===== src/rtl/wb_stage_if.sv =====
// Writeback-stage bundle: EX-side completion handshake, LSU response and
// register-file / forwarding / status results.
interface wb_stage_if;
  // Handshake: an instruction moves from EX into WB in exactly the cycles where
  // en_wb_i and ready_wb_o are both 1. en_wb_i may be raised whether or not
  // ready_wb_o is 1, and it does not have to stay high while ready_wb_o is 0.
  // lsu_resp_valid_i is a one-cycle pulse. It is only used while a load waits in WB.
  logic        en_wb_i;
  logic [4:0]  rf_waddr_ex_i;
  logic [31:0] rf_wdata_ex_i;
  logic        rf_we_ex_i;
  logic        lsu_load_i;
  logic        lsu_resp_valid_i;
  logic [31:0] lsu_rdata_i;
  logic        lsu_err_i;
  logic        ready_wb_o;
  logic [4:0]  rf_waddr_wb_o;
  logic [31:0] rf_wdata_wb_o;
  logic        rf_we_wb_o;
  logic        fwd_valid_o;
  logic        load_pending_o;
  logic        retire_o;
  logic        load_err_o;
  logic [31:0] instret_o;

  modport master (
    output en_wb_i, rf_waddr_ex_i, rf_wdata_ex_i, rf_we_ex_i, lsu_load_i,
    output lsu_resp_valid_i, lsu_rdata_i, lsu_err_i,
    input  ready_wb_o, rf_waddr_wb_o, rf_wdata_wb_o, rf_we_wb_o, fwd_valid_o,
    input  load_pending_o, retire_o, load_err_o, instret_o
  );

  modport slave (
    input  en_wb_i, rf_waddr_ex_i, rf_wdata_ex_i, rf_we_ex_i, lsu_load_i,
    input  lsu_resp_valid_i, lsu_rdata_i, lsu_err_i,
    output ready_wb_o, rf_waddr_wb_o, rf_wdata_wb_o, rf_we_wb_o, fwd_valid_o,
    output load_pending_o, retire_o, load_err_o, instret_o
  );
endinterface


===== src/rtl/wb_stage.sv =====
// Writeback stage: holds one completed EX instruction for a single cycle.
// A load stays here until the LSU returns its data or reports an error.
module wb_stage (
  input  logic       clk_i,
  input  logic       rst_ni,
  wb_stage_if.slave  bus
);

  typedef enum logic [1:0] {
    IDLE     = 2'd0,
    WB_VALID = 2'd1,
    WB_LOAD  = 2'd2
  } state_e;

  state_e      state_q;
  state_e      state_d;
  logic [4:0]  waddr_q;
  logic [31:0] wdata_q;
  logic        we_q;
  logic [31:0] instret_q;

  logic in_load;
  logic load_resp;
  logic load_done;
  logic load_fail;
  logic ready;
  logic accept;
  logic retire;
  logic write;

  assign in_load   = (state_q == WB_LOAD);
  // LSU responses outside WB_LOAD do not belong to any instruction held here.
  assign load_resp = in_load & bus.lsu_resp_valid_i;
  assign load_done = load_resp & ~bus.lsu_err_i;
  assign load_fail = load_resp &  bus.lsu_err_i;

  assign ready  = ~in_load | bus.lsu_resp_valid_i;
  assign accept = bus.en_wb_i & ready;
  assign retire = (state_q == WB_VALID) | load_done;
  assign write  = retire & we_q & (waddr_q != 5'd0);

  always_comb begin
    state_d = IDLE;
    if (accept) begin
      state_d = bus.lsu_load_i ? WB_LOAD : WB_VALID;
    end else if (in_load && !bus.lsu_resp_valid_i) begin
      state_d = WB_LOAD;
    end
  end

  always_ff @(posedge clk_i or negedge rst_ni) begin
    if (!rst_ni) begin
      state_q <= IDLE;
      waddr_q <= 5'd0;
      wdata_q <= 32'd0;
      we_q    <= 1'b0;
    end else begin
      state_q <= state_d;
      if (accept) begin
        waddr_q <= bus.rf_waddr_ex_i;
        wdata_q <= bus.rf_wdata_ex_i;
        we_q    <= bus.rf_we_ex_i;
      end else if (load_done) begin
        // Keep the load data so the write port holds it while idle afterwards.
        wdata_q <= bus.lsu_rdata_i;
      end
    end
  end

  always_ff @(posedge clk_i or negedge rst_ni) begin
    if (!rst_ni) begin
      instret_q <= 32'd0;
    end else if (retire) begin
      instret_q <= instret_q + 32'd1;
    end
  end

  assign bus.ready_wb_o     = ready;
  assign bus.rf_waddr_wb_o  = waddr_q;
  assign bus.rf_wdata_wb_o  = load_done ? bus.lsu_rdata_i : wdata_q;
  assign bus.rf_we_wb_o     = write;
  assign bus.fwd_valid_o    = write;
  assign bus.load_pending_o = in_load & ~bus.lsu_resp_valid_i;
  assign bus.retire_o       = retire;
  assign bus.load_err_o     = load_fail;
  assign bus.instret_o      = instret_q;

endmodule


===== src/flat_wrapper.sv =====
// flat-port wrapper written by rule: the top's interface ports become plain ports
module wb_stage_flat 
  (clk_i, rst_ni, bus_en_wb_i, bus_rf_waddr_ex_i, bus_rf_wdata_ex_i, bus_rf_we_ex_i, bus_lsu_load_i, bus_lsu_resp_valid_i, bus_lsu_rdata_i, bus_lsu_err_i, bus_ready_wb_o, bus_rf_waddr_wb_o, bus_rf_wdata_wb_o, bus_rf_we_wb_o, bus_fwd_valid_o, bus_load_pending_o, bus_retire_o, bus_load_err_o, bus_instret_o);
  wb_stage_if bus_i ();
  input  logic clk_i;
  input  logic rst_ni;
  input wire logic [$bits(bus_i.en_wb_i)-1:0] bus_en_wb_i;
  input wire logic [$bits(bus_i.rf_waddr_ex_i)-1:0] bus_rf_waddr_ex_i;
  input wire logic [$bits(bus_i.rf_wdata_ex_i)-1:0] bus_rf_wdata_ex_i;
  input wire logic [$bits(bus_i.rf_we_ex_i)-1:0] bus_rf_we_ex_i;
  input wire logic [$bits(bus_i.lsu_load_i)-1:0] bus_lsu_load_i;
  input wire logic [$bits(bus_i.lsu_resp_valid_i)-1:0] bus_lsu_resp_valid_i;
  input wire logic [$bits(bus_i.lsu_rdata_i)-1:0] bus_lsu_rdata_i;
  input wire logic [$bits(bus_i.lsu_err_i)-1:0] bus_lsu_err_i;
  output wire logic [$bits(bus_i.ready_wb_o)-1:0] bus_ready_wb_o;
  output wire logic [$bits(bus_i.rf_waddr_wb_o)-1:0] bus_rf_waddr_wb_o;
  output wire logic [$bits(bus_i.rf_wdata_wb_o)-1:0] bus_rf_wdata_wb_o;
  output wire logic [$bits(bus_i.rf_we_wb_o)-1:0] bus_rf_we_wb_o;
  output wire logic [$bits(bus_i.fwd_valid_o)-1:0] bus_fwd_valid_o;
  output wire logic [$bits(bus_i.load_pending_o)-1:0] bus_load_pending_o;
  output wire logic [$bits(bus_i.retire_o)-1:0] bus_retire_o;
  output wire logic [$bits(bus_i.load_err_o)-1:0] bus_load_err_o;
  output wire logic [$bits(bus_i.instret_o)-1:0] bus_instret_o;
  assign bus_i.en_wb_i = bus_en_wb_i;
  assign bus_i.rf_waddr_ex_i = bus_rf_waddr_ex_i;
  assign bus_i.rf_wdata_ex_i = bus_rf_wdata_ex_i;
  assign bus_i.rf_we_ex_i = bus_rf_we_ex_i;
  assign bus_i.lsu_load_i = bus_lsu_load_i;
  assign bus_i.lsu_resp_valid_i = bus_lsu_resp_valid_i;
  assign bus_i.lsu_rdata_i = bus_lsu_rdata_i;
  assign bus_i.lsu_err_i = bus_lsu_err_i;
  assign bus_ready_wb_o = bus_i.ready_wb_o;
  assign bus_rf_waddr_wb_o = bus_i.rf_waddr_wb_o;
  assign bus_rf_wdata_wb_o = bus_i.rf_wdata_wb_o;
  assign bus_rf_we_wb_o = bus_i.rf_we_wb_o;
  assign bus_fwd_valid_o = bus_i.fwd_valid_o;
  assign bus_load_pending_o = bus_i.load_pending_o;
  assign bus_retire_o = bus_i.retire_o;
  assign bus_load_err_o = bus_i.load_err_o;
  assign bus_instret_o = bus_i.instret_o;
  wb_stage u_core (.clk_i(clk_i), .rst_ni(rst_ni), .bus(bus_i));
endmodule

===== config.mk =====
export PLATFORM = sky130hd
export DESIGN_NAME = wb_stage_flat
export DESIGN_NICKNAME = d
export VERILOG_FILES = /design/src/rtl/wb_stage_if.sv /design/src/rtl/wb_stage.sv /design/src/flat_wrapper.sv
export SDC_FILE = /design/constraint.sdc
export NUM_CORES = 1
export LEC_CHECK = 0
export ABC_AREA = 1
export CORE_MARGIN = 5
export CORE_UTILIZATION = 40
export DETAILED_ROUTE_END_ITERATION = 10
export PLACE_DENSITY = 0.86
export SYNTH_ARGS = -nofsm -noshare
export SYNTH_HDL_FRONTEND = slang
export SYNTH_SLANG_ARGS = --single-unit
export TNS_END_PERCENT = 50

===== constraint.sdc =====
create_clock -name clk_i -period 1.9 [get_ports clk_i]
set_input_delay 0.19 -clock clk_i [delete_from_list [all_inputs] [get_ports clk_i]]
set_output_delay 0.19 -clock clk_i [all_outputs]
set_load 0.05 [all_outputs]

# Word-level counts from Yosys, hierarchy flattened
# Index checks and enable logic that the tools add are counted.
[op_classes] mux=5 reduce_logical=3 bitwise=12 n_addsub=1 eq_ne=2
[op_table] cell="$mux W32" count=2
[op_table] cell="$add A32 B1 Y32 const B" count=1
[op_table] cell="$and A1 B1 Y1" count=7
[op_table] cell="$mux W2" count=3
[op_table] cell="$reduce_bool A5 Y1" count=1
[op_table] cell="$not A1 Y1" count=3
[op_table] cell="$eq A2 B1 Y1 const B" count=1
[op_table] cell="$eq A2 B2 Y1 const B" count=1
[op_table] cell="$or A1 B1 Y1" count=2
[op_table] cell="$logic_and A1 B1 Y1" count=1
[op_table] cell="$logic_not A1 Y1" count=1
[totals] elab_cells=28 reg_bits=72 out_inout_bits=75

# Longest topological paths before layout
# Gate-level depths: netlist of the first run.
[depth] depth_word=6 mapped_depth=10

# Worst setup path after synthesis of the first run
# No wires, ideal clock.
[synth_timing] path_type="reg-to-output" from="register u_core.state_q[0]" to="output port bus_rf_we_wb_o" path_slack_ns=-0.640 n_path_buf=2 required_ns=1.710 arrival_time_ns=2.350 stages_incl_launch_ff=8 path_cell_list="dfrtp_1 inv_1 nand4_1 nand2_1 buf_2 nand2_1 a21oi_1 buf_4"
[synth_between] elab_chain_cells=6 elab_cells_between_ends=7 classes_between="2 x eq/ne; 5 x bitwise"
[synth_lines] item="start, declared" line_no="wb_stage.sv:15" text="state_e state_q;"
[synth_lines] item="start signal, assigned" line_no="wb_stage.sv:58" text="state_q <= state_d;"
[synth_lines] item="$eq A2 B2 Y1" line_no="wb_stage.sv:31" text="assign in_load = (state_q == WB_LOAD);"
[synth_lines] item="$and A1 B1 Y1" line_no="wb_stage.sv:33" text="assign load_resp = in_load & bus.lsu_resp_valid_i;"
[synth_lines] item="$and A1 B1 Y1" line_no="wb_stage.sv:34" text="assign load_done = load_resp & ~bus.lsu_err_i;"
[synth_lines] item="$or A1 B1 Y1 *" line_no="wb_stage.sv:39" text="assign retire = (state_q == WB_VALID) | load_done;"
[synth_lines] item="net bus_retire_o" line_no="flat_wrapper.sv:21" text="output wire logic [$bits(bus_i.retire_o)-1:0] bus_retire_o;"
[synth_lines] item="$and A1 B1 Y1 * (2 in a row)" line_no="wb_stage.sv:40" text="assign write = retire & we_q & (waddr_q != 5'd0);"
[synth_lines] item="end, declared" line_no="flat_wrapper.sv:18" text="output wire logic [$bits(bus_i.rf_we_wb_o)-1:0] bus_rf_we_wb_o;"
# Mark *: on every way through the listed nets, which the timed path passes. The rest lies on a longest branch.

# Final worst setup path of the first run
[layout_timing] from="register u_core.state_q[0]" to="output port bus_rf_wdata_wb_o[12]"
[layout_between] elab_chain_cells=4
[layout_lines] item="$eq A2 B2 Y1" line_no="wb_stage.sv:31"
[layout_lines] item="$and A1 B1 Y1" line_no="wb_stage.sv:33"
[layout_lines] item="$and A1 B1 Y1" line_no="wb_stage.sv:34"
[layout_lines] item="$mux W32" line_no="wb_stage.sv:80" text="assign bus.rf_wdata_wb_o = load_done ? bus.lsu_rdata_i : wdata_q;"
[layout_lines] item="end, declared" line_no="flat_wrapper.sv:17" text="output wire logic [$bits(bus_i.rf_wdata_wb_o)-1:0] bus_rf_wdata_wb_o;"
# No other way between the ends.

==> metrics.log, run 1 <==
INFO  metric postSynthNetCount = 585
INFO  metric grt_max_degree = 47
INFO  metric setup.worst_path.start_class = flip-flop
INFO  metric floorplan.io_pins = 151
INFO  metric fmax = 498 MHz
INFO  metric track_usage = 20.6%
INFO  metric detailed_place.area = 5410 um2
INFO  metric drt-wirelength-per-cell = 16.9 um
INFO  metric cts_made_buffers = 9
INFO  metric cp.required = 1.71 ns
INFO  metric drc = 0
INFO  metric worstSetupEndpointType = output pin
INFO  metric number_of_antenna_violations_at_the_first_check_in_global_routing = 0
INFO  metric antenna-diode-count = 0
INFO  metric h-tree-depth = 3
INFO  metric critical_path_peak_fanout = 8
INFO  metric die_height = 107 um
INFO  metric crit_chain = inv_2 -> nand3_4 -> nor2_4 -> clkbuf_16 -> buf_12 -> nand2_1 -> nand2_1 -> buf_6
INFO  metric timing.final.hold_violations = 0
INFO  metric power.net_switching = 1950 uW
INFO  metric crit_path_frequent_cell = nand2_1
INFO  metric grt_overflow_total = 0
INFO  metric cell_leakage_power = 0.00281 uW
INFO  metric clock_tree.buffer_depth = 2
INFO  metric cts_tree = yes
INFO  metric drt_pre_antenna_iters = 5
INFO  metric area.growth.synth_to_final = 65.2%
INFO  metric dieWidth = 107 um
INFO  metric dr_total_vias = 4143
INFO  metric failed_checks = negative setup slack
INFO  metric slowest_delay = 0.45 ns
INFO  metric io_buffers = 150
INFO  metric cell_at_the_root_of_the_clock_tree = clkbuf_8
INFO  metric number_of_library_cell_types_mapped_by_synthesis = 24
INFO  metric criticalPathCategory = reg -> out
INFO  metric grt_first_pass_wirelength = 18800 um
INFO  metric clkPwrFrac = 29.3%
INFO  metric synth_seq_area_share = 48.4%
INFO  metric cts.clk_slew.worst_paths = 0.08 ns
INFO  metric setup.reg_to_reg.worst_slack = 0.08 ns
INFO  metric status = finished, violations left
INFO  metric nets = 750
INFO  metric min_period_over_period = 106%
INFO  metric dieArea = 11300 um2
INFO  metric power_per_cell_area = 889 nW/um2
INFO  metric gp_congestion = 0.938
INFO  metric rsz0062_at_grt = yes
INFO  metric ys_ff_latch = 72
INFO  metric drt.antenna.violating_nets = 0
INFO  metric yosys_warnings = 0
INFO  metric setup-violations-final = 32
INFO  metric max_slew.worst_pin.slew = 0.515 ns
INFO  metric cellInternalPower = 3520 uW
INFO  metric irDropWorstVdd = 0.000507 V
INFO  metric seq_power_share = 33.7%
INFO  metric start_util = 40.7%
INFO  metric drive_above_1_share = 19.4%
INFO  metric clkLatencyLatePin = 0.34 ns
INFO  metric design.core.area = 9150 um2
INFO  metric clock-sinks = 72
INFO  metric cap_violations = 0
INFO  metric timing.slew.headroom = 65.6%
INFO  metric instance_count_after_placement_with_tap_cells_included = 762
INFO  metric crit_arrival = 1.82 ns
INFO  metric period_needed = 2.01 ns
INFO  metric dp.final_hpwl = 9040 um
INFO  metric hold_path_class = in -> async
INFO  metric netlist_instances = 508
INFO  metric power_switching_share = 35.6%
INFO  metric timing.final.ws_setup = -0.108 ns
INFO  metric synthesis.area = 3720 um2
INFO  metric worst_path_max_delay_cell = dfrtp_1
INFO  metric floorplan.rows = 35
INFO  metric vias_in_the_first_global_route = 3965
INFO  metric final_cell_count_no_fill = 788
INFO  metric final_cell_mix = 161 x nand2_1, 107 x clkdlybuf4s50_1, 81 x nor2_1
INFO  metric detailedRoute.firstIterationViolations = 175
INFO  metric comb_power_share = 37.0%
INFO  metric synth.avg_cell_area = 7.33 um2
INFO  metric finClkSkew = 0.0163 ns
INFO  metric report.final.slew_viol_count = 0
INFO  metric layout.cell_area.non_filler = 6150 um2
INFO  metric vias_per_cell = 5.26
INFO  metric mostFrequentLayoutCell = nand2_1
INFO  metric drt-total-wl = 13300 um
-- critical path: cells and delay by family (launching register included) --
family	cells	cell delay, ns
AND/OR/NAND/NOR	4	0.45
buffers and inverters	4	0.57
flip-flops	1	0.45
-- final cells by class --
cell class                 instances  area [um2]
clock buffer                      10         138
clock inverter                     5         129
fill                             672        3000
inverter                          34         128
multi-input combinational        385        1840
sequential                        72        1800
tap                              111         139
timing repair buffer             171        1980
-- Yosys cell counts --
library cell / instances / area share [%]
nand2_4: 1 / 0.30
nand4_1: 7 / 1.2
nor2_2: 6 / 1.0
nand2_1: 200 / 20
buf_4: 5 / 1.0
inv_1: 31 / 3.1
a21oi_1: 6 / 0.81
a31oi_1: 32 / 5.4
dfrtp_1: 72 / 48
ha_1: 1 / 0.34
xnor2_1: 6 / 1.4
o21ai_1: 2 / 0.27
xor2_1: 4 / 0.94
nor3_1: 4 / 0.54
nor3_2: 1 / 0.27
buf_2: 8 / 1.1
nand3b_1: 5 / 1.0
o21ai_0: 5 / 0.67
nand2_2: 1 / 0.17
nand3_1: 21 / 2.8
nor3b_1: 1 / 0.20
nor2_1: 82 / 8.3
inv_2: 3 / 0.30
clkbuf_1: 4 / 0.40
-- metrics by stage --
stage | util [%] | hold WS (ns) | setup TNS [ns] | setup WS, ns | power (uW)
floorplan | - | -0.106 | -0.0657 | -0.0657 | 2940
global placement | 59.1 | 0.136 | 0 | 0.0899 | 3630
detailed placement | 59.1 | 0.140 | 0 | 0.00919 | 3660
CTS | 62.4 | 0.312 | 0 | 0.00237 | 5270
global route | 67.2 | 0.336 | -4.37 | -0.171 | 5680
finish | 67.2 | 0.304 | -2.16 | -0.108 | 5470
-- repair_timing --
action / CTS / global route
hold buffers: 1 / 0
resized for setup: 5 / 95
gates cloned: 0 / 3
endpoints found under the hold margin: 26 / 0
buffers inserted: 0 / 7
pin swaps: 0 / 9
endpoints found under the setup margin: 6 / 37
-- worst paths after layout --
| kind | cells after the start | startpoint | to |
|---|---|---|---|
| setup / recovery | 8 | u_core.state_q[0] | bus_rf_wdata_wb_o[12] |
| hold / removal | 2 | rst_ni | u_core.bus.instret_o[12] |
| setup reg to reg | 11 | u_core.state_q[0] | u_core.bus.instret_o[29] |
| hold reg to reg | 2 | u_core.we_q | u_core.we_q |
| max in group asynchronous | 3 | rst_ni | u_core.bus.instret_o[23] |
| min in group clk_i | 3 | bus_rf_waddr_ex_i[0] | u_core.bus.rf_waddr_wb_o[0] |
-- flip-flops by register name, indices dropped and copies added (netlist names) --
| name | cells |
|---|---|
| u_core.wdata_q | 32 |
| u_core.state_q | 2 |
| u_core.bus.instret_o | 32 |
| u_core.we_q | 1 |
| u_core.bus.rf_waddr_wb_o | 5 |
-- cells by family (layout without fill, tap and decap cells) --
family,count (synthesis),after routing,synth area share [%]
AND/OR/NAND/NOR,329,329,35.9
AO/OA/AOI/OAI,45,45,7.12
flip-flops,72,72,48.4
adder cells (fa/ha/maj),1,1,0.336
buffers and inverters,51,220,5.91
XOR/XNOR,10,10,2.35
-- metal layers --
| metal | track usage, % | wire length [um] | vias up |
|---|---|---|---|
| met5 | 0 | 0 | - |
| met4 | 6.94 | 449 | 0 |
| met3 | 5.65 | 1260 | 40 |
| met2 | 35.5 | 6580 | 204 |
| met1 | 24.8 | 5010 | 1950 |
| li1 | - | - | 1949 |
-- power groups by stage --
stage          combinational (uW)  sequential [uW]  clock, uW
4_1_cts                      1820             1840       1610
6_report                     2030             1840       1600
5_1_grt                      2140             1870       1680
3_5_place_dp                 1800             1860          0
3_3_place_gp                 1770             1860          0
2_1_floorplan                 845             2100          0
Note: power is estimated with default switching activity, not from simulation.
==> run 2, diff against run 1 <==
ABC_AREA = 0   (was 1)
PLACE_DENSITY = 0.88   (was 0.86)
==> run 2 against run 1 <==
Net effect:
- the run still ends with negative setup slack left
- combinational power increased by 14%
- clock skew down 0.0079 ns
- sequential share of layout area shrank 1.2 points
- hold slack better by 0.014 ns
- fmax fell by 1.8%
- highest routed layer unchanged
- wire length shrank 13%
- via count decreased by 22%
- largest power group unchanged
- clock power fell by 22%
- non-clock buffer count increased by 19
- flip-flop and latch count unchanged
- sequential power about the same
==> metrics.log, run 2 <==
INFO  metric grt_first_pass_wirelength = 17000 um (-9.3%)
INFO  metric area_fraction_in_and_or_nand_and_nor_cells_after_synthesis = 21.9% (-14 points)
INFO  metric cellInternalPower = 3420 uW (-2.9%)
INFO  metric clock_tree.buffer_depth = 2 (unchanged)
INFO  metric clkLatencyLatePin = 0.34 ns (about the same)
INFO  metric power.net_switching = 2030 uW (+4.1%)
INFO  metric cp.required = 1.71 ns (about the same)
INFO  metric cts_tree = yes
INFO  metric seq_power_share = 34.4% (+0.7 points)
INFO  metric synth_common_cells = 114 x nand2_1, 72 x dfrtp_1, 39 x mux2_2, 28 x xnor2_1, 15 x nand4_1
INFO  metric timing.slew.headroom = 64.5% (-1.1 points)
INFO  metric clock-sinks = 72 (unchanged)
INFO  metric failed_checks = negative setup slack
INFO  metric worst_r2r_src = u_core.state_q[0]
INFO  metric synth_top_cell_area_share = 51.6% (+3.2 points)
INFO  metric synth_xor_area_share = 7.77% (+5.4 points)
INFO  metric power_switching_share = 37.2% (+1.6 points)
INFO  metric nets = 597 (-20%)
INFO  metric drc = 0 (unchanged)
INFO  metric synth_area_leader_cell = dfrtp_1
INFO  metric timing.final.hold_violations = 0 (unchanged)
INFO  metric critical_path_peak_fanout = 8 (unchanged)
INFO  metric cell_leakage_power = 0.00287 uW (+2.3%)
INFO  metric grt_max_degree = 43 (-8.5%)
INFO  metric dr_total_vias = 3217 (-22%)
INFO  metric gp_congestion = 0.848 (-9.6%)
INFO  metric detailed_place.area = 5340 um2 (-1.3%)
INFO  metric h-tree-depth = 3 (unchanged)
INFO  metric setup-violations-final = 37 (+16%)
INFO  metric report.final.slew_viol_count = 0 (unchanged)
INFO  metric tns = -3.54 ns (-1.38 ns)
INFO  metric hold_path_class = in -> async
INFO  metric postSynthNetCount = 410 (-30%)
INFO  metric area.growth.synth_to_final = 84.1%
INFO  metric preCtsSetupSlack = -0.0912 ns (-0.100 ns)
INFO  metric post-synth-top-count-cell = nand2_1
INFO  metric fmax = 489 MHz (-1.8%)
INFO  metric synth_seq_area_share = 51.6% (+3.2 points)
INFO  metric irDropWorstVdd = 0.000779 V (+54%)
INFO  metric floorplan.io_pins = 151 (unchanged)
INFO  metric netlist_instances = 333 (-34%)
INFO  metric min_period_over_period = 108% (+1.9 points)
INFO  metric rr_endpoint = u_core.wdata_q[19]
INFO  metric drt_pre_antenna_iters = 5 (unchanged)
INFO  metric vias_per_cell = 5.08 (-3.3%)
INFO  metric synthesis.area = 3490 um2 (-6.2%)
INFO  metric status = finished, violations left
INFO  metric antenna-diode-count = 0 (unchanged)
INFO  metric num-fill-cells = 532 (-21%)
INFO  metric synth.avg_cell_area = 10.5 um2 (+43%)
INFO  metric timing.final.ws_setup = -0.144 ns (-0.0366 ns)
INFO  metric cts.clk_slew.worst_paths = 0.08 ns (about the same)
INFO  metric dieWidth = 103 um (-2.9%)
INFO  metric drive_above_1_share = 40.0% (+21 points)
INFO  metric instance_count_after_placement_with_tap_cells_included = 590 (-23%)
INFO  metric drt.antenna.violating_nets = 0 (unchanged)
INFO  metric grt_overflow_total = 0 (unchanged)
INFO  metric mostFrequentLayoutCell = clkdlybuf4s50_1
INFO  metric yosys_warnings = 0 (unchanged)
INFO  metric cap_violations = 0 (unchanged)
INFO  metric utilization = 74.8% (+7.6 points)
INFO  metric yosys.area_share.adder = 0.358% (+0.022 points)
INFO  metric most_used_flip_flop_cell_after_synthesis = dfrtp_1
INFO  metric vias_in_the_first_global_route = 3452 (-13%)
INFO  metric dp.final_hpwl = 7450 um (-18%)
INFO  metric clkPwrFrac = 23.0% (-6.3 points)
INFO  metric period_needed = 2.04 ns (+0.0366 ns)
INFO  metric number_of_library_cell_types_mapped_by_synthesis = 32 (+33%)
INFO  metric drt-wirelength-per-cell = 18.4 um (+8.8%)
INFO  metric layout.cell_area.non_filler = 6430 um2 (+4.5%)
INFO  metric synth_top_family_by_area = simple AND/OR/NAND/NOR gates
INFO  metric detailedRoute.firstIterationViolations = 73 (-58%)
INFO  metric start_util = 40.6% (-0.059 points)
INFO  metric design.core.area = 8590 um2 (-6.1%)
INFO  metric number_of_antenna_violations_at_the_first_check_in_global_routing = 0 (unchanged)
INFO  metric yosys-top-cells-area = dfrtp_1 52%, mux2_2 13%, nand2_1 12%, xnor2_1 7.0%, nand4_1 2.7%
INFO  metric setup.reg_to_reg.worst_slack = -0.12 ns (-0.20 ns)
INFO  metric rr_worst_depth = 10 (-1)
INFO  metric number_of_flops_mapped_to_enable_cells_by_yosys = 0 (unchanged)
INFO  metric drt-total-wl = 11600 um (-13%)
INFO  metric power_per_cell_area = 848 nW/um2 (-4.7%)
INFO  metric compound_gate_fraction_of_synth_area = 2.58% (-4.5 points)
INFO  metric track_usage = 20.8% (+0.24 points)
INFO  metric final_cell_mix = 104 x clkdlybuf4s50_1, 71 x dfrtp_1, 50 x nand2_1
INFO  metric comb_power_share = 42.7% (+5.7 points)
INFO  metric criticalPathCategory = reg -> out
INFO  metric cp-startpoint = u_core.state_q[0]
INFO  metric crit_arrival = 1.85 ns (+0.03 ns)
INFO  metric io_buffers = 150 (unchanged)
INFO  metric rsz0062_at_grt = yes
INFO  metric fraction_of_registers_with_async_set_reset = 100% (unchanged)
INFO  metric final_cell_count_no_fill = 633 (-20%)
INFO  metric setup.worst_path.start_class = flip-flop
INFO  metric post_synth_mux_area_share = 12.6% (+13 points)
INFO  metric finClkSkew = 0.00839 ns (-0.00794 ns)
INFO  metric dieArea = 10700 um2 (-5.7%)
INFO  metric cell_at_the_root_of_the_clock_tree = clkbuf_8
INFO  metric die_height = 103 um (-2.9%)
INFO  metric floorplan.rows = 34 (-2.9%)
INFO  metric worstSetupEndpointType = output pin
INFO  metric cts_made_buffers = 9 (unchanged)
INFO  metric ys_ff_latch = 72 (unchanged)
INFO  metric max_slew.worst_pin.slew = 0.532 ns (+0.0170 ns)
[run 2: changes by cell type after synthesis, sizes merged, moves of 3 or more]
cell	delta
buf	-3
a31oi	-32
a21oi	-5
mux2	+39
xnor2	+22
inv	-28
nor2	-79
o21ai	-7
nand3	-10
nand3b	-5
nand2	-88
nand4	+10
[run 2: worst max-delay path, stage by stage (launching register included)]
cell and delay, ns:
dfrtp_1 0.40, buf_6 0.13, nor4bb_4 0.26, buf_6 0.17, buf_12 0.12, buf_16 0.13
nand2_1 0.07, nand2_2 0.09, buf_12 0.14
[run 2: per-layer routing]
| layer | GRT usage [%] | wire, um | vias to the layer above |
|---|---|---|---|
| met5 | 0 | 0 | - |
| met4 | 5.68 | 173 | 0 |
| met3 | 6.17 | 842 | 14 |
| met2 | 37.5 | 6200 | 129 |
| met1 | 24.0 | 4410 | 1595 |
| li1 | - | - | 1479 |
[run 2: worst max path at each step]
| stage | end | slack [ns] |
|---|---|---|
| final | bus_rf_wdata_wb_o[15] | -0.14 |
| after global placement | u_core.bus.instret_o[25] | -0.05 |
| after global routing | bus_rf_wdata_wb_o[28] | -0.24 |
| after CTS | bus_rf_wdata_wb_o[28] | -0.14 |
| after floorplan | bus_rf_we_wb_o | -0.008 |
| after detailed placement | u_core.bus.instret_o[25] | -0.09 |
[run 2: layout make-up]
type | count | area (um2) | share of cell area [%]
repair buffers | 190 | 2280 | 35.5
multi-input cells | 241 | 1980 | 30.8
flip-flops and latches | 72 | 1800 | 28.0
clock buffers | 11 | 151 | 2.35
well taps | 108 | 135 | 2.10
clock inverters | 5 | 55.1 | 0.856
inverters | 6 | 22.5 | 0.350
[run 2: power by group through the flow]
stage	clock (uW)	sequential (uW)	combinational (uW)
2_1_floorplan	0	2120	863
3_3_place_gp	0	1870	1920
3_5_place_dp	0	1890	1960
4_1_cts	1280	1860	2220
5_1_grt	1320	1900	2440
6_report	1250	1870	2320
[run 2: timing repair]
action | 4_1_cts | 5_1_grt
setup buffers | 13 | 8
hold buffers | 1 | 0
gates resized for setup | 108 | 51
cloned | 3 | 3
endpoints found under the setup margin | 34 | 43
pin swaps | 23 | 13
hold endpoints to repair | 30 | 0
[run 2: stage by stage]
| stage | hold slack (ns) | total power (uW) |
|---|---|---|
| after global routing | 0.334 | 5660 |
| after CTS | 0.321 | 5360 |
| after detailed placement | 0.158 | 3840 |
| after global placement | 0.154 | 3790 |
| after floorplan | -0.106 | 2980 |
| final | 0.318 | 5450 |
[run 2: cell families after synthesis]
| logic type | count (synthesis) |
|---|---|
| buffers and inverters | 20 |
| XOR/XNOR | 31 |
| AND/OR/NAND/NOR | 165 |
| multiplexers | 39 |
| AO/OA/AOI/OAI | 5 |
| adder cells (fa/ha/maj) | 1 |
| flip-flops | 72 |
==> run 3, diff against run 2 <==
GPL_ROUTABILITY_DRIVEN = 0   (was default)
==> results of run 3 <==
No change in the layout: final DEF, timing and power equal those of run 2.
